===== src/rtl/axi_crossbar_mst_wr_router.sv =====
// Master-side write router: decodes AW to a slave port, steers W beats in AW order
// and returns B in W-completion order; unmapped bursts are sunk and answered with DECERR.
module axi_crossbar_mst_wr_router #(
  parameter int AXI_ADDR_W      = 32,
  parameter int AXI_ID_W        = 4,
  parameter int AWCH_W          = 53,
  parameter int WCH_W           = 47,
  parameter int BCH_W           = 12,
  parameter int NUM_SLV         = 4,
  parameter int SEL_W           = 2,
  parameter int MST_OSTDREQ_NUM = 4
) (
  input  logic                     i_aclk,
  input  logic                     i_aresetn,
  input  logic                     m_awvalid,
  output logic                     m_awready,
  input  logic [AWCH_W-1:0]        m_awch,
  input  logic                     m_wvalid,
  output logic                     m_wready,
  input  logic                     m_wlast,
  input  logic [WCH_W-1:0]         m_wch,
  output logic                     m_bvalid,
  input  logic                     m_bready,
  output logic [BCH_W-1:0]         m_bch,
  output logic [NUM_SLV-1:0]       s_awvalid,
  input  logic [NUM_SLV-1:0]       s_awready,
  output logic [AWCH_W-1:0]        s_awch,
  output logic [NUM_SLV-1:0]       s_wvalid,
  input  logic [NUM_SLV-1:0]       s_wready,
  output logic                     s_wlast,
  output logic [WCH_W-1:0]         s_wch,
  input  logic [NUM_SLV-1:0]       s_bvalid,
  output logic [NUM_SLV-1:0]       s_bready,
  input  logic [NUM_SLV*BCH_W-1:0] s_bch
);

  localparam int PTR_W = $clog2(MST_OSTDREQ_NUM);
  localparam logic [PTR_W:0] PTR_ONE  = (PTR_W+1)'(1);
  localparam logic [PTR_W:0] OSTD_MAX = (PTR_W+1)'(MST_OSTDREQ_NUM);

  typedef struct packed {
    logic             decerr;
    logic [SEL_W-1:0] idx;
  } wq_entry_t;

  typedef struct packed {
    logic                decerr;
    logic [SEL_W-1:0]    idx;
    logic [AXI_ID_W-1:0] id;
  } bq_entry_t;

  wq_entry_t        wq_mem_q [MST_OSTDREQ_NUM];
  bq_entry_t        bq_mem_q [MST_OSTDREQ_NUM];
  logic [PTR_W:0]   wq_wptr_q, wq_wptr_d, wq_rptr_q, wq_rptr_d;
  logic [PTR_W:0]   bq_wptr_q, bq_wptr_d, bq_rptr_q, bq_rptr_d;
  logic [PTR_W:0]   ostd_cnt_q, ostd_cnt_d;

  logic             wq_full, wq_empty, bq_full, bq_empty;
  logic [SEL_W-1:0] aw_idx;
  logic             aw_decerr, can_aw, sel_awready, sel_wready, sel_bvalid;
  logic [BCH_W-1:0] sel_bch;
  logic             aw_hs, w_last_hs, b_hs;
  wq_entry_t        wq_head, wq_push;
  bq_entry_t        bq_head, bq_push;

  assign s_awch  = m_awch;
  assign s_wch   = m_wch;
  assign s_wlast = m_wlast;

  assign aw_idx    = m_awch[AXI_ADDR_W-1 -: SEL_W];
  assign aw_decerr = ({1'b0, aw_idx} >= (SEL_W+1)'(NUM_SLV));

  assign wq_empty = (wq_wptr_q == wq_rptr_q);
  assign wq_full  = (wq_wptr_q[PTR_W-1:0] == wq_rptr_q[PTR_W-1:0]) &&
                    (wq_wptr_q[PTR_W] != wq_rptr_q[PTR_W]);
  assign bq_empty = (bq_wptr_q == bq_rptr_q);
  assign bq_full  = (bq_wptr_q[PTR_W-1:0] == bq_rptr_q[PTR_W-1:0]) &&
                    (bq_wptr_q[PTR_W] != bq_rptr_q[PTR_W]);

  assign wq_head = wq_mem_q[wq_rptr_q[PTR_W-1:0]];
  assign bq_head = bq_mem_q[bq_rptr_q[PTR_W-1:0]];

  // NOTE: every output of this block gets a default first, so no path can infer a latch.
  always_comb begin
    // Reset gates acceptance so no AW handshake can slip through while FIFOs are being cleared.
    can_aw      = i_aresetn & ~wq_full & (ostd_cnt_q < OSTD_MAX);
    sel_awready = 1'b0;
    sel_wready  = 1'b0;
    sel_bvalid  = 1'b0;
    sel_bch     = '0;
    s_awvalid   = '0;
    s_wvalid    = '0;
    s_bready    = '0;
    for (int k = 0; k < NUM_SLV; k++) begin
      if (!aw_decerr && aw_idx == SEL_W'(k)) begin
        s_awvalid[k] = m_awvalid & can_aw;
        sel_awready  = s_awready[k];
      end
      if (!wq_empty && !wq_head.decerr && wq_head.idx == SEL_W'(k)) begin
        s_wvalid[k] = m_wvalid;
        sel_wready  = s_wready[k];
      end
      if (!bq_empty && !bq_head.decerr && bq_head.idx == SEL_W'(k)) begin
        s_bready[k] = m_bready;
        sel_bvalid  = s_bvalid[k];
        sel_bch     = s_bch[k*BCH_W +: BCH_W];
      end
    end
    m_awready = can_aw & (aw_decerr | sel_awready);
    m_wready  = ~wq_empty & (wq_head.decerr | sel_wready);
    m_bvalid  = ~bq_empty & (bq_head.decerr | sel_bvalid);
    if (bq_empty)            m_bch = '0;
    else if (bq_head.decerr) m_bch = BCH_W'({2'b11, bq_head.id});
    else                     m_bch = sel_bch;
  end

  always_comb begin
    aw_hs     = m_awvalid & m_awready;
    w_last_hs = m_wvalid & m_wready & m_wlast;
    b_hs      = m_bvalid & m_bready;

    wq_push.decerr = aw_decerr;
    wq_push.idx    = aw_idx;
    bq_push.decerr = wq_head.decerr;
    bq_push.idx    = wq_head.idx;
    bq_push.id     = m_wch[AXI_ID_W-1:0];

    wq_wptr_d  = aw_hs     ? wq_wptr_q + PTR_ONE : wq_wptr_q;
    wq_rptr_d  = w_last_hs ? wq_rptr_q + PTR_ONE : wq_rptr_q;
    bq_wptr_d  = w_last_hs ? bq_wptr_q + PTR_ONE : bq_wptr_q;
    bq_rptr_d  = b_hs      ? bq_rptr_q + PTR_ONE : bq_rptr_q;

    ostd_cnt_d = ostd_cnt_q;
    if (aw_hs && !b_hs)      ostd_cnt_d = ostd_cnt_q + PTR_ONE;
    else if (!aw_hs && b_hs) ostd_cnt_d = ostd_cnt_q - PTR_ONE;
  end

  // NOTE: storage arrays carry no reset; the pointers alone decide which entries are valid.
  always_ff @(posedge i_aclk) begin
    if (aw_hs)     wq_mem_q[wq_wptr_q[PTR_W-1:0]] <= wq_push;
    if (w_last_hs) bq_mem_q[bq_wptr_q[PTR_W-1:0]] <= bq_push;
  end

  // NOTE: state flops use non-blocking assignments so each one samples pre-edge values.
  always_ff @(posedge i_aclk or negedge i_aresetn) begin
    if (!i_aresetn) begin
      wq_wptr_q  <= '0;
      wq_rptr_q  <= '0;
      bq_wptr_q  <= '0;
      bq_rptr_q  <= '0;
      ostd_cnt_q <= '0;
    end else begin
      wq_wptr_q  <= wq_wptr_d;
      wq_rptr_q  <= wq_rptr_d;
      bq_wptr_q  <= bq_wptr_d;
      bq_rptr_q  <= bq_rptr_d;
      ostd_cnt_q <= ostd_cnt_d;
    end
  end

  // Entries in wq plus bq never exceed the outstanding cap, so bq cannot overflow.
  bq_no_overflow: assert property (@(posedge i_aclk) disable iff (!i_aresetn)
    !(w_last_hs && bq_full))
    else $error("bq push while full");

endmodule


===== config.mk =====
export PLATFORM = sky130hd
export DESIGN_NAME = axi_crossbar_mst_wr_router
export DESIGN_NICKNAME = d
export VERILOG_FILES = /design/src/rtl/axi_crossbar_mst_wr_router.sv
export SDC_FILE = /design/constraint.sdc
export NUM_CORES = 1
export LEC_CHECK = 0
export CAP_MARGIN = 25
export CORE_AREA = 2 2 114 116
export CTS_CLUSTER_DIAMETER = 80
export DETAILED_ROUTE_END_ITERATION = 8
export DIE_AREA = 0 0 116 118
export PLACE_DENSITY_LB_ADDON = 0.1
export SKIP_LAST_GASP = 1
export SLEW_MARGIN = 20
export SYNTH_ARGS = -nofsm -noshare
export SYNTH_HDL_FRONTEND = slang
export SYNTH_SLANG_ARGS = --single-unit

===== constraint.sdc =====
create_clock -name i_aclk -period 5.2 [get_ports i_aclk]
set_clock_uncertainty 0.2 [all_clocks]
set_input_delay 0.78 -clock i_aclk [delete_from_list [all_inputs] [get_ports i_aclk]]
set_output_delay 0.78 -clock i_aclk [all_outputs]
set_load 0.01 [all_outputs]

==> flow_summary.json, run 1 <==
{
  "dp_cells": 443,
  "path_delay_family": "buffers and inverters",
  "tightest_slew_ns": 0.943,
  "startpoint_type": "input pin",
  "cts_buffer_depth": 2,
  "clkTransAtPathRegs_ns": 0.05,
  "drive_gt1_frac": 0.129,
  "slowest_stage": "a311oi_1",
  "ys_seq_elements": 31,
  "drcViolationCount": 0,
  "hold_ws_ns": 0.279,
  "outcome": "finished clean",
  "tritoncts": "done",
  "cp.arrival_ns": 2.85,
  "core_um2": 12400,
  "fin_crit_sh": 0.736,
  "clock_latency_ns": 0.28,
  "n_fill_cell": 1329,
  "cpMostUsedCell": "clkdlybuf4s50_1",
  "min_path_type": "reg -> reg",
  "path_buf_inv": 2,
  "ys_warn_count": 0,
  "syn_avg_cell_area_um2": 10.7,
  "ir_worst_vdd_mv": 0.149,
  "numPortBuffers": 97,
  "nets": 456,
  "wl_um": 8850,
  "wl_per_cell_um": 19.6,
  "power_frac_comb": 0.600,
  "setup_viol": 0,
  "post_cts_buffers": 0,
  "total_power_uw": 1910,
  "hold_viol_final": 0,
  "synth.area.top_cells": "buf_4 25%, edfxtp_1 16%, dfrtp_1 13%",
  "pwr-share-clk": 0.161,
  "hpwl_um": 7250,
  "gp_congestion": 0.683,
  "area.growth.synth_to_final_pct": 18.0,
  "yosysTopAreaCell": "buf_4",
  "tns_ns": 0,
  "max_freq_ghz": 0.261,
  "antenna_found_initial": 0,
  "synth-seq-area-share": 0.286,
  "cp_cell_sequence": "clkdlybuf4s50_1, nand2b_1, a311oi_1, nand2_1, nor2_1, clkdlybuf4s50_1",
  "fin_ws_ns": 1.37,
  "die_w_um": 116,
  "layout.cells.non_filler": 451,
  "final_common_cell": "clkdlybuf4s50_1",
  "cts_sinks": 31,
  "required_ns": 4.22,
  "postCtsResizedCells": 0,
  "power.density_nw_per_um2": 540,
  "path_class": "in -> out",
  "cts-root-buf": "clkbuf_16",
  "cp_slowest_stage_delay_ns": 0.63,
  "die_height_um": 118,
  "swShare": 0.377,
  "initial_utilization": 0.241,
  "grt_pass1_vias": 2107,
  "syn_inst": 281,
  "num_rows": 41,
  "syn-num-nets": 459,
  "htree_levels": 2,
  "grt-ovfl-total": 0,
  "ant_nets": 0,
  "grt_max_degree": 17,
  "synth_top_cell_area_share": 0.253,
  "pre_cts_slack_ns": 1.36,
  "cp_max_fo": 7,
  "drt_iter0_markers": 77,
  "grt_pass1_wl_um": 12700,
  "netlist_area_um2": 2990,
  "cp-end-kind": "output port",
  "io_pins": 294,
  "seqPwrFrac": 0.239,
  "ctsHoldBuffers": 0,
  "final_cell_mix": "97 x clkdlybuf4s50_1, 16 x edfxtp_1, 15 x dfrtp_1, 14 x nor2b_1",
  "firstDrtPassIters": 4,
  "slew_viol_final": 0,
  "rsz0062_at_grt": "false",
  "p_int_uw": 1190,
  "period_minus_slack_ns": 3.83,
  "vias": 1918,
  "cts_buffers": 5,
  "max_cap_viol_count": 0,
  "drt-vias-per-instance": 4.25,
  "relSlewSlack": 0.366,
  "leakage_uw": 0.00136,
  "n_antenna_cell": 0,
  "yosysUniqueCellTypes": 36,
  "grtUsageTotal": 0.127,
  "die_area_um2": 13700,
  "switchingPower_uw": 720
}
## cell usage after synthesis, drive strengths merged
library cell and number:
buf 107, edfxtp 16, mux4 16, dfrtp 15, nor2b 14, inv 13
ha 11, nor2 11, xor2 10, nand2 9, nor3 9, xnor2 9
mux2i 8, mux2 7, and3 5, nand3 4, clkbuf 2, nand2b 2
nand4b 2, o21ai 2, a311oi 1, a31oi 1, and2 1, and4 1
fa 1, nand3b 1, o311a 1, o31ai 1, or4b 1
## final timing paths
| check | cells past startpoint | end | slack, ns | from |
|---|---|---|---|---|
| worst min-delay path | 1 | ostd_cnt_q[2] | 0.28 | ostd_cnt_q[2] |
| max in group asynchronous | 2 | wq_wptr_q[1] | 3.89 | i_aresetn |
| worst max-delay path | 6 | s_awvalid[2] | 1.37 | i_aresetn |
| worst min register to register | 1 | ostd_cnt_q[2] | 0.28 | ostd_cnt_q[2] |
| min in group asynchronous | 2 | wq_rptr_q[0] | 0.72 | i_aresetn |
| worst max register to register | 8 | ostd_cnt_q[1] | 1.91 | bq_rptr_q[0] |
## flip-flops by register name, summed over array words and instances, names as in the netlist
| name | cells |
|---|---|
| bq_rptr_q | 3 |
| wq_rptr_q | 3 |
| bq_mem_q | 8 |
| bq_wptr_q | 3 |
| ostd_cnt_q | 3 |
| wq_wptr_q | 3 |
| wq_mem_q | 8 |
## stage by stage
step	util	area (µm²)
6_report	0.285	3530
4_1_cts	0.285	3530
3_5_place_dp	0.272	3370
2_1_floorplan	-	2990
5_1_grt	0.285	3530
3_3_place_gp	0.272	3370
## worst reg2reg max path, cell delays in order, from the launching register on
cell and delay (ns):
dfrtp_1 0.55, mux4_2 0.78, mux2i_1 0.19, mux2i_1 0.27, nand2_1 0.20, ha_1 0.25, inv_1 0.07, fa_1 0.40
mux2_2 0.26
## cell type report
class	count	area, µm²	area share
multi-input cells	128	1270	0.359
repair buffers	99	986	0.279
flip-flops and latches	31	856	0.242
well taps	172	215	0.0609
clock buffers	7	153	0.0432
inverters	13	48.8	0.0138
clock inverters	1	7.51	0.00212
## power groups by stage
stage,Clock [µW],Sequential (µW),Combinational (µW)
6_report,307,455,1150
5_1_grt,326,473,1270
4_1_cts,317,460,1170
3_5_place_dp,0,462,1170
3_3_place_gp,0,464,1170
2_1_floorplan,0,404,850
## logic make-up (layout without fill, tap and decap cells)
| logic type | Yosys count | after routing | synth area share |
|---|---|---|---|
| adder cells (fa/ha/maj) | 12 | 12 | 0.0527 |
| AND/OR/NAND/NOR | 60 | 60 | 0.114 |
| flip-flops | 31 | 31 | 0.286 |
| AO/OA/AOI/OAI | 6 | 6 | 0.0146 |
| multiplexers | 31 | 31 | 0.185 |
| XOR/XNOR | 19 | 19 | 0.0556 |
| buffers and inverters | 122 | 120 | 0.293 |
## metal layers
| layer | GRT usage | vias to the layer above | part of all wire |
|---|---|---|---|
| met5 | 0.0235 | - | 0 |
| met4 | 0.0432 | 0 | 0.017 |
| met3 | 0.0649 | 26 | 0.13 |
| met2 | 0.194 | 155 | 0.45 |
| met1 | 0.151 | 891 | 0.41 |
| li1 | - | 846 | - |
(Power assumes the default switching activity.)
==> inputs of run 2 (changes only) <==
--- a/config.mk
+++ b/config.mk
@@ -6,10 +6,10 @@
 export NUM_CORES = 1
 export LEC_CHECK = 0
 export CAP_MARGIN = 25
-export CORE_AREA = 2 2 114 116
+export CORE_AREA = 2 2 113 115
 export CTS_CLUSTER_DIAMETER = 80
 export DETAILED_ROUTE_END_ITERATION = 8
-export DIE_AREA = 0 0 116 118
+export DIE_AREA = 0 0 115 117
 export PLACE_DENSITY_LB_ADDON = 0.1
 export SKIP_LAST_GASP = 1
 export SLEW_MARGIN = 20
==> constraint.sdc (replaced) <==
create_clock -name i_aclk -period 3.65 [get_ports i_aclk]
set_clock_uncertainty 0.2 [all_clocks]
set_input_delay 0.5475 -clock i_aclk [delete_from_list [all_inputs] [get_ports i_aclk]]
set_output_delay 0.5475 -clock i_aclk [all_outputs]
set_load 0.01 [all_outputs]
==> run 2 against run 1 <==
Via count grew 0.36%. Utilization grew 0.42 points. Hold slack lost 0.0027 ns. Routed wire length shrank 12%. Clock power grew 29%. Total power grew 42%. Count of clock-buffer cells in the layout shrank 2. Design area grew 0.64%. Non-clock buffer count grew 7. Flip-flop and latch count is the same. First-iteration DRC count shrank 6.5%. Cell count shrank 3.3%. Largest power group unchanged.
==> flow_summary.json, run 2 (synthesized netlist as in run 1, its figures left out) <==
{
  "grt_pass1_vias": 1997,
  "drt_iter0_markers": 72,
  "tritoncts": "done",
  "area.growth.synth_to_final_pct": 18.8,
  "relSlewSlack": 0.446,
  "final_cell_mix": "97 x clkdlybuf4s50_1, 16 x edfxtp_1, 15 x dfrtp_1, 14 x nor2b_1",
  "required_ns": 2.90,
  "max_freq_ghz": 0.290,
  "drcViolationCount": 0,
  "power.density_nw_per_um2": 762,
  "p_int_uw": 1700,
  "ir_worst_vdd_mv": 0.212,
  "post_cts_buffers": 0,
  "postCtsResizedCells": 0,
  "cts-root-buf": "clkbuf_16",
  "drive_gt1_frac": 0.150,
  "wl_um": 7790,
  "cp-end-kind": "output port",
  "final_common_cell": "clkdlybuf4s50_1",
  "period_minus_slack_ns": 3.45,
  "grtUsageTotal": 0.111,
  "core_um2": 12300,
  "clkTransAtPathRegs_ns": 0.06,
  "seqPwrFrac": 0.232,
  "wl_per_cell_um": 17.9,
  "switchingPower_uw": 1000,
  "initial_utilization": 0.243,
  "num_rows": 41,
  "htree_levels": 2,
  "grt_max_degree": 17,
  "numPortBuffers": 97,
  "nets": 463,
  "max_cap_viol_count": 0,
  "grt-ovfl-total": 0,
  "hold_viol_final": 0,
  "fin_crit_sh": 0.945,
  "leakage_uw": 0.00139,
  "antenna_found_initial": 0,
  "cts_buffer_depth": 2,
  "clock_latency_ns": 0.27,
  "power_frac_comb": 0.623,
  "pwr-share-clk": 0.146,
  "io_pins": 294,
  "rsz0062_at_grt": "false",
  "path_class": "reg -> out",
  "slew_viol_final": 0,
  "startpoint_type": "flip-flop",
  "die_w_um": 115,
  "hpwl_um": 6460,
  "die_height_um": 117,
  "firstDrtPassIters": 4,
  "utilization": 0.289,
  "swShare": 0.371,
  "die_area_um2": 13500,
  "cts_buffers": 5,
  "cts_sinks": 31,
  "grt_pass1_wl_um": 11300,
  "drt-vias-per-instance": 4.42,
  "gp_congestion": 0.701,
  "cp.arrival_ns": 2.70,
  "min_path_type": "reg -> reg",
  "ant_nets": 0,
  "outcome": "finished clean",
  "tns_ns": 0,
  "n_antenna_cell": 0,
  "cp_max_fo": 9,
  "vias": 1925,
  "ctsHoldBuffers": 0,
  "tightest_slew_ns": 0.824,
  "setup_viol": 0
}
## run 2: final timing paths
check                               from             to  slack [ns]  cells after the start
max                         wq_rptr_q[1]       m_wready        0.20                      7
max in group asynchronous      i_aresetn   bq_rptr_q[2]        2.56                      2
min reg2reg                ostd_cnt_q[2]  ostd_cnt_q[2]        0.28                      1
min                        ostd_cnt_q[2]  ostd_cnt_q[2]        0.28                      1
max reg2reg                 bq_rptr_q[0]  ostd_cnt_q[1]        0.52                      8
min in group asynchronous      i_aresetn   bq_wptr_q[0]        0.50                      2
## run 2: cell type report
type	count	area, µm²
Clock buffer	5	125
Clock inverter	3	20.0
Fill cell	1290	8760
Inverter	13	48.8
Multi-Input combinational cell	128	1270
Sequential cell	31	856
Tap cell	150	188
Timing Repair Buffer	106	1050
## run 2: critical path, stage by stage (launching register included)
cell and delay, ns:
dfrtp_1 0.57, mux2_2 0.42, mux2i_4 0.16, inv_1 0.15, nand3b_1 0.12, and4_4 0.27
o311a_2 0.19, clkdlybuf4s50_1 0.54
## run 2: per-layer routing
| metal | part of all wire | GRT usage | vias to the layer above |
|---|---|---|---|
| li1 | - | - | 861 |
| met1 | 0.34 | 0.109 | 879 |
| met2 | 0.47 | 0.186 | 171 |
| met3 | 0.18 | 0.0829 | 14 |
| met4 | 0.012 | 0.0297 | 0 |
| met5 | 0 | 0 | - |
## run 2: through the flow
stage | area (µm²) | hold slack [ns] | total power, µW | setup WS, ns | cells
6_report | 3560 | 0.277 | 2710 | 0.200 | 436
5_1_grt | 3560 | 0.305 | 2920 | 0.0178 | 436
4_1_cts | 3540 | 0.290 | 2740 | 0.0685 | 435
3_5_place_dp | 3390 | 0.275 | 2330 | 0.359 | 427
3_3_place_gp | 3390 | 0.271 | 2340 | 0.377 | 427
2_1_floorplan | 2990 | 0.0519 | 1790 | 0.786 | 281
## run 2: power by group through the flow
stage / combinational (µW) / sequential [µW] / clock (µW)
after CTS: 1700 / 633 / 406
after global routing: 1850 / 652 / 421
final: 1690 / 627 / 395
after global placement: 1700 / 639 / 0
after detailed placement: 1690 / 638 / 0
after floorplan: 1210 / 576 / 0
==> inputs of run 3 (changes only) <==
--- a/config.mk
+++ b/config.mk
@@ -6,10 +6,13 @@
 export NUM_CORES = 1
 export LEC_CHECK = 0
 export CAP_MARGIN = 25
-export CORE_AREA = 2 2 113 115
+export CELL_PAD_IN_SITES_DETAIL_PLACEMENT = 1
+export CELL_PAD_IN_SITES_GLOBAL_PLACEMENT = 1
+export CORE_ASPECT_RATIO = 1.2
+export CORE_MARGIN = 2
+export CORE_UTILIZATION = 20
 export CTS_CLUSTER_DIAMETER = 80
 export DETAILED_ROUTE_END_ITERATION = 8
-export DIE_AREA = 0 0 115 117
 export PLACE_DENSITY_LB_ADDON = 0.1
 export SKIP_LAST_GASP = 1
 export SLEW_MARGIN = 20
==> run 3 against run 2 <==
Setup slack worse by 0.011 ns. Flip-flop and latch count stayed put. Sequential power is 2% lower. Highest routed layer unchanged. Clock power is 4% lower. First-iteration DRC count is 54% lower. Hold slack worse by 0.0032 ns. Global-route usage is 0.59 points lower. Critical endpoint is now m_bvalid.
==> flow_summary.json, run 3 (synthesized netlist as in run 1, its figures left out) <==
{
  "outcome": "finished clean",
  "rrSetupSlack_ns": 0.43,
  "swShare": 0.376,
  "drt-vias-per-instance": 4.05,
  "r2r_start": "bq_rptr_q[0]",
  "required_ns": 2.90,
  "core_um2": 14800,
  "cpMostUsedCell": "mux2i_1",
  "hold_depth": 1,
  "grt_max_degree": 17,
  "hold_viol_final": 0,
  "grt_pass1_wl_um": 12800,
  "ant_nets": 0,
  "die_height_um": 138,
  "relSlewSlack": 0.733,
  "cts_buffers": 5,
  "max_freq_ghz": 0.289,
  "pwr-share-clk": 0.138,
  "ctsHoldBuffers": 0,
  "layout.cells.non_filler": 490,
  "rr_endpoint": "ostd_cnt_q[1]",
  "power.density_nw_per_um2": 760,
  "postCtsResizedCells": 0,
  "p_int_uw": 1720,
  "drcViolationCount": 0,
  "wl_um": 8710,
  "final_common_cell": "clkdlybuf4s50_1",
  "cp_max_fo": 10,
  "grt_pass1_vias": 2248,
  "post_cts_buffers": 1,
  "reg2regPathDepth": 8,
  "firstDrtPassIters": 4,
  "slowest_stage": "mux4_2",
  "n_antenna_cell": 0,
  "cp.arrival_ns": 2.71,
  "num_rows": 49,
  "setup_viol": 0,
  "dp_cells": 481,
  "hp-start": "ostd_cnt_q[2]",
  "slew_viol_final": 0,
  "grt-ovfl-total": 0,
  "cp-end-kind": "output port",
  "multi_input_area_um2": 1270,
  "wl_per_cell_um": 17.8,
  "max_cap_viol_count": 0,
  "nets": 464,
  "final_cell_mix": "97 x clkdlybuf4s50_1, 16 x edfxtp_1, 15 x dfrtp_1, 14 x nor2b_1",
  "seq_area_um2": 856,
  "period_minus_slack_ns": 3.46,
  "hpwl_um": 7380,
  "cts-root-buf": "clkbuf_16",
  "n_fill_cell": 1674,
  "initial_utilization": 0.202,
  "gp_congestion": 0.691,
  "area.growth.synth_to_final_pct": 20.8,
  "tightest_slew_ns": 0.398,
  "die_area_um2": 16000,
  "switchingPower_uw": 1030,
  "htree_levels": 2,
  "leakage_uw": 0.00140,
  "fin_crit_sh": 0.948,
  "numPortBuffers": 97,
  "drive_gt1_frac": 0.147,
  "drt_iter0_markers": 33,
  "clock_latency_ns": 0.27,
  "grtUsageTotal": 0.105,
  "cts_buffer_depth": 2,
  "tritoncts": "done",
  "ir_worst_vdd_mv": 0.203,
  "die_w_um": 116,
  "cp_slowest_stage_delay_ns": 0.72,
  "hold_end": "ostd_cnt_q[2]",
  "io_pins": 294,
  "cts_sinks": 31,
  "antenna_found_initial": 0,
  "startpoint_type": "flip-flop",
  "power_frac_comb": 0.639,
  "rsz0062_at_grt": "false",
  "tns_ns": 0,
  "cp_cell_sequence": "mux4_2, mux2i_1, mux2i_1, nor2b_1, clkdlybuf4s50_1",
  "seqPwrFrac": 0.223,
  "clkTransAtPathRegs_ns": 0.05,
  "vias": 1985,
  "path_class": "reg -> out",
  "min_path_type": "reg -> reg"
}
run 3: worst max-delay path by stage:
stage | from | endpoint | slack [ns] | cells after the start
after CTS | bq_rptr_q[0] | m_bvalid | 0.13 | 5
after floorplan | bq_rptr_q[0] | ostd_cnt_q[1] | 0.79 | 10
final | bq_rptr_q[0] | m_bvalid | 0.19 | 5
after detailed placement | m_awch[30] | ostd_cnt_q[1] | 0.29 | 8
after global placement | bq_rptr_q[0] | m_bch[7] | 0.28 | 4
after global routing | bq_rptr_q[0] | m_bvalid | 0.02 | 5
run 3: area by class of cell:
cell class              count  share of cell area
clock buffers               5              0.0346
clock inverters             2             0.00242
inverters                  13              0.0135
multi-input cells         128               0.350
flip-flops and latches     31               0.237
well taps                 204              0.0706
repair buffers            107               0.292
run 3: through the flow:
stage | hold slack (ns) | total power, µW | area, µm² | util | setup slack [ns]
final | 0.274 | 2750 | 3620 | 0.244 | 0.189
after global routing | 0.300 | 2970 | 3620 | 0.244 | 0.0217
after CTS | 0.281 | 2820 | 3610 | 0.243 | 0.127
after detailed placement | 0.264 | 2390 | 3460 | 0.233 | 0.289
after global placement | 0.270 | 2380 | 3450 | 0.233 | 0.277
after floorplan | 0.0519 | 1790 | 2990 | - | 0.786
run 3: per-layer routing:
| metal | track usage | vias to the layer above | part of all wire |
|---|---|---|---|
| met5 | 0.0190 | - | 0 |
| met4 | 0.0307 | 0 | 0.020 |
| met3 | 0.0614 | 23 | 0.15 |
| met2 | 0.176 | 176 | 0.46 |
| met1 | 0.109 | 925 | 0.37 |
| li1 | - | 861 | - |
run 3: critical path, delay by kind of cell, from the launching register on:
kind                   cells  cell delay (ns)
flip-flops                 1             0.56
multiplexers               3             1.14
buffers and inverters      1             0.57
AND/OR/NAND/NOR            1             0.16
run 3: power by group through the flow:
stage                     clock (µW)  sequential, µW  combinational, µW
after detailed placement           0             626               1770
after global routing             406             635               1930
after floorplan                    0             576               1210
after CTS                        392             621               1800
final                            379             613               1760
after global placement             0             625               1750
